[src/rtl/mem_arb_pkg.sv]
// Shared types and the round-robin priority search for the memory port arbiter.
package mem_arb_pkg;

    localparam int MAX_REQ  = 8;
    localparam int REQ_ID_W = $clog2(MAX_REQ);

    // Requester IDs are sized for the largest supported NUM_REQ so one type serves all instances.
    typedef logic [REQ_ID_W-1:0] req_id_t;

    typedef struct packed {
        logic    found;
        req_id_t id;
    } grant_t;

    // First eligible requester at or after ptr, wrapping at num_req.
    function automatic grant_t rr_next(input logic [MAX_REQ-1:0] elig,
                                       input req_id_t            ptr,
                                       input int                 num_req);
        grant_t g;
        int     idx;
        g = '0;
        for (int k = 0; k < MAX_REQ; k++) begin
            if (k < num_req) begin
                idx = int'(ptr) + k;
                if (idx >= num_req) idx = idx - num_req;
                if (!g.found && elig[idx[REQ_ID_W-1:0]]) begin
                    g.found = 1'b1;
                    g.id    = idx[REQ_ID_W-1:0];
                end
            end
        end
        return g;
    endfunction

endpackage

[src/rtl/mem_arb_id_fifo.sv]
// Synchronous FIFO of requester IDs for reads issued to the RAM but not yet returned.
module mem_arb_id_fifo
    import mem_arb_pkg::*;
#(
    parameter int DEPTH = 2
) (
    input  logic    clk_i,
    input  logic    rst_i,
    input  logic    push_i,
    input  req_id_t push_id_i,
    input  logic    pop_i,
    output logic    full_o,
    output logic    empty_o,
    output req_id_t head_o
);

    localparam int PW = (DEPTH > 1) ? $clog2(DEPTH) : 1;
    localparam int CW = $clog2(DEPTH + 1);

    req_id_t         mem_q [DEPTH];
    logic [PW-1:0]   wr_ptr_q, wr_ptr_d;
    logic [PW-1:0]   rd_ptr_q, rd_ptr_d;
    logic [CW-1:0]   count_q, count_d;
    logic            do_push, do_pop;

    function automatic logic [PW-1:0] ptr_inc(input logic [PW-1:0] p);
        return (p == PW'(DEPTH - 1)) ? '0 : p + 1'b1;
    endfunction

    assign full_o  = (count_q == CW'(DEPTH));
    assign empty_o = (count_q == '0);
    assign head_o  = mem_q[rd_ptr_q];

    always_comb begin
        do_push  = push_i && !full_o;
        do_pop   = pop_i && !empty_o;
        wr_ptr_d = do_push ? ptr_inc(wr_ptr_q) : wr_ptr_q;
        rd_ptr_d = do_pop ? ptr_inc(rd_ptr_q) : rd_ptr_q;
        count_d  = count_q;
        if (do_push && !do_pop) count_d = count_q + 1'b1;
        if (!do_push && do_pop) count_d = count_q - 1'b1;
    end

    always_ff @(posedge clk_i) begin
        if (rst_i) begin
            wr_ptr_q <= '0;
            rd_ptr_q <= '0;
            count_q  <= '0;
        end else begin
            wr_ptr_q <= wr_ptr_d;
            rd_ptr_q <= rd_ptr_d;
            count_q  <= count_d;
        end
    end

    always_ff @(posedge clk_i) begin
        if (do_push) mem_q[wr_ptr_q] <= push_id_i;
    end

endmodule

[src/rtl/mem_port_arbiter.sv]
// Round-robin sharing of one RAM read port and one write port among NUM_REQ requesters.
// Handshake: a request transfers in the cycle req_valid[i] && req_ready[i]; ready is combinational and one-hot or zero.
module mem_port_arbiter
    import mem_arb_pkg::*;
#(
    parameter int NUM_REQ         = 2,
    parameter int ADDR_WIDTH      = 6,
    parameter int DATA_SIZE_BYTES = 4,
    parameter int MAX_OUTSTANDING = 2
) (
    input  logic                            clk,
    input  logic                            rst,
    input  logic [NUM_REQ-1:0]              req_valid,
    output logic [NUM_REQ-1:0]              req_ready,
    input  logic [NUM_REQ-1:0]              req_we,
    input  logic [NUM_REQ*ADDR_WIDTH-1:0]   req_addr,
    input  logic [NUM_REQ*DATA_SIZE_BYTES*8-1:0] req_wdata,
    output logic [NUM_REQ-1:0]              rsp_valid,
    output logic [DATA_SIZE_BYTES*8-1:0]    rsp_data,
    output logic                            ram_rd_en,
    output logic [ADDR_WIDTH-1:0]           ram_rd_addr,
    input  logic [DATA_SIZE_BYTES*8-1:0]    ram_rd_data,
    input  logic                            ram_rd_valid,
    output logic                            ram_wr_en,
    output logic [ADDR_WIDTH-1:0]           ram_wr_addr,
    output logic [DATA_SIZE_BYTES*8-1:0]    ram_wr_data,
    output logic                            err_unexpected
);

    localparam int AW = ADDR_WIDTH;
    localparam int DW = DATA_SIZE_BYTES * 8;

    req_id_t              rr_ptr_q, rr_ptr_d;
    logic                 err_q, err_d;
    logic [MAX_REQ-1:0]   elig;
    grant_t               gnt;
    logic                 gnt_we;
    logic [AW-1:0]        gnt_addr;
    logic [DW-1:0]        gnt_wdata;
    logic                 fifo_full, fifo_empty, fifo_push, fifo_pop;
    req_id_t              fifo_head;

    always_comb begin
        elig = '0;
        for (int i = 0; i < NUM_REQ; i++) begin
            elig[i] = req_valid[i] && (req_we[i] || !fifo_full);
        end
        gnt = rr_next(elig, rr_ptr_q, NUM_REQ);
        if (rst) gnt.found = 1'b0;

        gnt_we    = 1'b0;
        gnt_addr  = '0;
        gnt_wdata = '0;
        req_ready = '0;
        for (int i = 0; i < NUM_REQ; i++) begin
            if (gnt.id == req_id_t'(i)) begin
                gnt_we       = req_we[i];
                gnt_addr     = req_addr[i*AW +: AW];
                gnt_wdata    = req_wdata[i*DW +: DW];
                req_ready[i] = gnt.found;
            end
        end

        ram_wr_en   = gnt.found && gnt_we;
        ram_rd_en   = gnt.found && !gnt_we;
        ram_wr_addr = gnt_addr;
        ram_wr_data = gnt_wdata;
        ram_rd_addr = gnt_addr;
        fifo_push   = ram_rd_en;

        // Returns are matched to IDs strictly in issue order; a return with nothing in flight is dropped.
        fifo_pop  = ram_rd_valid && !fifo_empty && !rst;
        rsp_data  = ram_rd_data;
        rsp_valid = '0;
        for (int i = 0; i < NUM_REQ; i++) begin
            rsp_valid[i] = fifo_pop && (fifo_head == req_id_t'(i));
        end

        rr_ptr_d = rr_ptr_q;
        if (gnt.found) begin
            rr_ptr_d = (int'(gnt.id) == NUM_REQ - 1) ? '0 : gnt.id + 1'b1;
        end
        err_d = err_q || (ram_rd_valid && fifo_empty);
    end

    always_ff @(posedge clk) begin
        if (rst) begin
            rr_ptr_q <= '0;
            err_q    <= 1'b0;
        end else begin
            rr_ptr_q <= rr_ptr_d;
            err_q    <= err_d;
        end
    end

    assign err_unexpected = err_q;

    mem_arb_id_fifo #(
        .DEPTH(MAX_OUTSTANDING)
    ) u_id_fifo (
        .clk_i    (clk),
        .rst_i    (rst),
        .push_i   (fifo_push),
        .push_id_i(gnt.id),
        .pop_i    (fifo_pop),
        .full_o   (fifo_full),
        .empty_o  (fifo_empty),
        .head_o   (fifo_head)
    );

endmodule

[config.mk]
export PLATFORM = sky130hd
export DESIGN_NAME = mem_port_arbiter
export DESIGN_NICKNAME = d
export VERILOG_FILES = /design/src/rtl/mem_arb_pkg.sv /design/src/rtl/mem_arb_id_fifo.sv /design/src/rtl/mem_port_arbiter.sv
export SDC_FILE = /design/constraint.sdc
export NUM_CORES = 1
export LEC_CHECK = 0
export ABC_AREA = 1
export CORE_MARGIN = 4
export CORE_UTILIZATION = 28
export CTS_CLUSTER_DIAMETER = 40
export CTS_CLUSTER_SIZE = 28
export DETAILED_ROUTE_END_ITERATION = 16
export PLACE_DENSITY = 0.93
export SLEW_MARGIN = 20
export SYNTH_ARGS = -nofsm -noshare
export SYNTH_HDL_FRONTEND = slang
export SYNTH_SLANG_ARGS = --single-unit
[constraint.sdc]
create_clock -name clk -period 3.7 [get_ports clk]
set_input_delay 0.74 -clock clk [delete_from_list [all_inputs] [get_ports clk]]
set_output_delay 0.74 -clock clk [all_outputs]
set_load 0.02 [all_outputs]
==> flow_summary.toml <==
[grt]
globalRouteOverflowTotal = 0
grt_max_degree = 19
grt_usage_pct = 14.8
antenna_found_initial = 0
grt_first_pass_wirelength_um = 8560
grt_pass1_vias = 1924

[die]
initial_core_util_pct = 28.8
core_region_area_um2 = 5510
rows = 27
dieWidth_um = 83.2
dieArea_um2 = 6930
die_height_um = 83.2
ios = 198

[route]
ant_nets = 0
drc = 0
drt_iter0_markers = 41
vias = 1853
wl_um = 5410
detail_route.first_pass.iterations = 4
vias_per_cell = 4.25
wl_per_cell_um = 12.4

[yosys]
synth_most_common_cell = "nand2_1"
ys_top_cells_by_count = "130 x nand2_1, 38 x buf_4, 17 x inv_1"
seq_area_frac_synth_pct = 22.7
synth_cell_types = 27
ys_seq_elements = 15
synthFlopType = "dfxtp_1"
syn_avg_cell_area_um2 = 6.05
synth_warnings = 0
yosysTopAreaCellShare_pct = 30.8
async_flop_share_pct = 0
yosys-top-cells-area = "nand2_1 31%, buf_4 18%, dfxtp_1 11%"
synth_area_leader_cell = "nand2_1"
netlist_area_um2 = 1590
synth_edf_count = 6
synth_cells = 262

[finish]
drive_gt1_share_pct = 5.77
final_area_um2 = 2930
layout.nets = 486
syn_to_final_growth_pct = 84.7
antenna_cells = 0

[timing]
final_hold_viol_count = 0
fin_crit_sh_pct = 94.4
rsz0062_at_grt = "no"
clock_skew_ns = 0.00616
period_needed_ns = 3.49
final.setup.tns_ns = 0
clock.fmax_mhz = 286
setup_viol = 0
finalMaxSlewViolations = 0

[clocking]
cts_buffer_depth = 2
cts_tree = "yes"
cts_root_buffer = "clkbuf_8"
cts_buffers = 3
numClockSinks = 15
worstSkewPairLatency_ns = 0.24
path_clk_slew_ns = 0.07
cts_max_level = 1

[critical_path]
rrSetupSlack_ns = 1.00
r2r_cells = 16
crit_slowest_cell = "clkdlybuf4s50_1"
rr_startpoint = "rr_ptr_q[0]"
crit_end = "req_ready[0]"
cp_max_fo = 4
critical_path_class = "primary input to output port"
crit_chain = "clkdlybuf4s50_1 -> inv_1 -> nand3_1 -> nand2_1 -> nand2_1 -> nand3_2 -> buf_4 -> a21oi_2 -> inv_1 -> nor2_1 -> clkdlybuf4s50_1"
startpoint_type = "primary input"
cp_data_arrival_time_ns = 2.75
worstSetupEndpointType = "output port"
max_stage_delay_ns = 0.60
startpoint = "req_we[1]"
required_ns = 2.96
timing.rr.end = "u_id_fifo.count_q[1]"

[flow_run]
drv_cap = 0

[power]
p_leak_nw = 1.80
ir_worst_vdd_mv = 0.321
pwr_density_cell_nw_per_um2 = 683

[min_path]
min_path_type = "flop to flop"
hold_depth = 2

[status]
status = "finished clean"

[place]
hpwlAfterDp_um = 4570
dpl_cell_area_um2 = 2770
io_buffers = 133
place.gp.congestion = 0.804
[worst max-delay path: cells and delay by family]
family                 cells  cell delay, ns
and+or+nand+nor            5            0.44
AOI/OAI and AO/OA          1            0.18
buffers and inverters      5            1.39
[cells by family (layout without fill, tap and decap cells)]
| group | count (synthesis) | count (layout) | share of synthesized area (%) |
|---|---|---|---|
| and+or+nand+nor | 159 | 159 | 40.4 |
| buffers and inverters | 65 | 164 | 25.8 |
| DFF | 15 | 15 | 22.7 |
| AOI/OAI and AO/OA | 14 | 14 | 4.97 |
| adders and majority gates | 6 | 6 | 4.74 |
| xor gates and xnor gates | 2 | 2 | 1.11 |
| other | 1 | 4 | 0.237 |
[repair_timing]
action                                  CTS  global route
gates resized for setup                   4            44
cloned                                    0             0
hold buffers                              0             0
setup buffers                             0             0
endpoints found under the setup margin   31            44
[worst min path at each step]
stage	to	start	slack, ns
5_1_grt	rr_ptr_q[2]	rr_ptr_q[2]	0.56
4_1_cts	err_unexpected	err_unexpected	0.48
2_1_floorplan	flop	u_id_fifo.rd_ptr_q	0.47
6_report	err_unexpected	err_unexpected	0.47
3_3_place_gp	err_unexpected	err_unexpected	0.47
3_5_place_dp	err_unexpected	err_unexpected	0.47
[per-stage QoR]
stage	setup WS (ns)	hold WS, ns	utilization (%)	total power [mW]	cells
final	0.207	0.474	53.2	2.00	436
after global routing	0.0579	0.560	53.2	2.16	436
after CTS	0.0353	0.482	51.2	2.09	436
after detailed placement	-0.0434	0.466	50.2	1.94	432
after global placement	0.00736	0.466	50.2	1.91	432
after floorplan	1.02	0.472	-	1.22	265
[per-layer routing]
metal  wire [µm]  GRT usage (%)
met1        1940           14.5
met2        2910           28.7
met3         468           5.16
met4          86           4.61
met5           0              0
[power by group]
group | switching [mW] | leakage (nW) | internal [mW]
Sequential | 0.0249 | 0.129 | 0.216
Combinational | 0.908 | 1.65 | 0.720
Clock | 0.0561 | 0.0255 | 0.0743
Total | 0.989 | 1.80 | 1.01
[layout make-up]
class | count | area, µm²
clock buffer | 3 | 41.3
clock inverter | 1 | 5.00
fill | 510 | 2580
inverter | 19 | 71.3
multi-input combinational | 185 | 832
sequential | 15 | 360
tap | 72 | 90.1
timing repair buffer | 141 | 1530
[cells in the final DEF (no fill, tap or decap), types with 2 or more instances in the layout]
master / Yosys / final
nand2_1: 130 / 130
buf_12: 0 / 2
buf_4: 38 / 5
nand3_2: 3 / 3
clkdlybuf4s50_1: 0 / 87
ha_1: 6 / 6
a21oi_1: 4 / 4
o21ai_0: 6 / 6
nand3_1: 4 / 4
nor2_1: 15 / 15
edfxtp_1: 6 / 6
inv_1: 17 / 17
dlymetal6s2s_1: 0 / 44
inv_2: 2 / 2
clkbuf_8: 0 / 3
dlygate4sd2_1: 0 / 2
dfxtp_1: 9 / 9
conb_1: 1 / 4
nand3b_1: 2 / 2
[sequential cells by signal (all words and copies together) (netlist names), named ones only]
signal / count
err_unexpected: 1
rr_ptr_q: 3
u_id_fifo.count_q: 2
u_id_fifo.mem_q: 6
u_id_fifo.rd_ptr_q: 1
u_id_fifo.wr_ptr_q: 1
(Power assumes the default switching activity.)
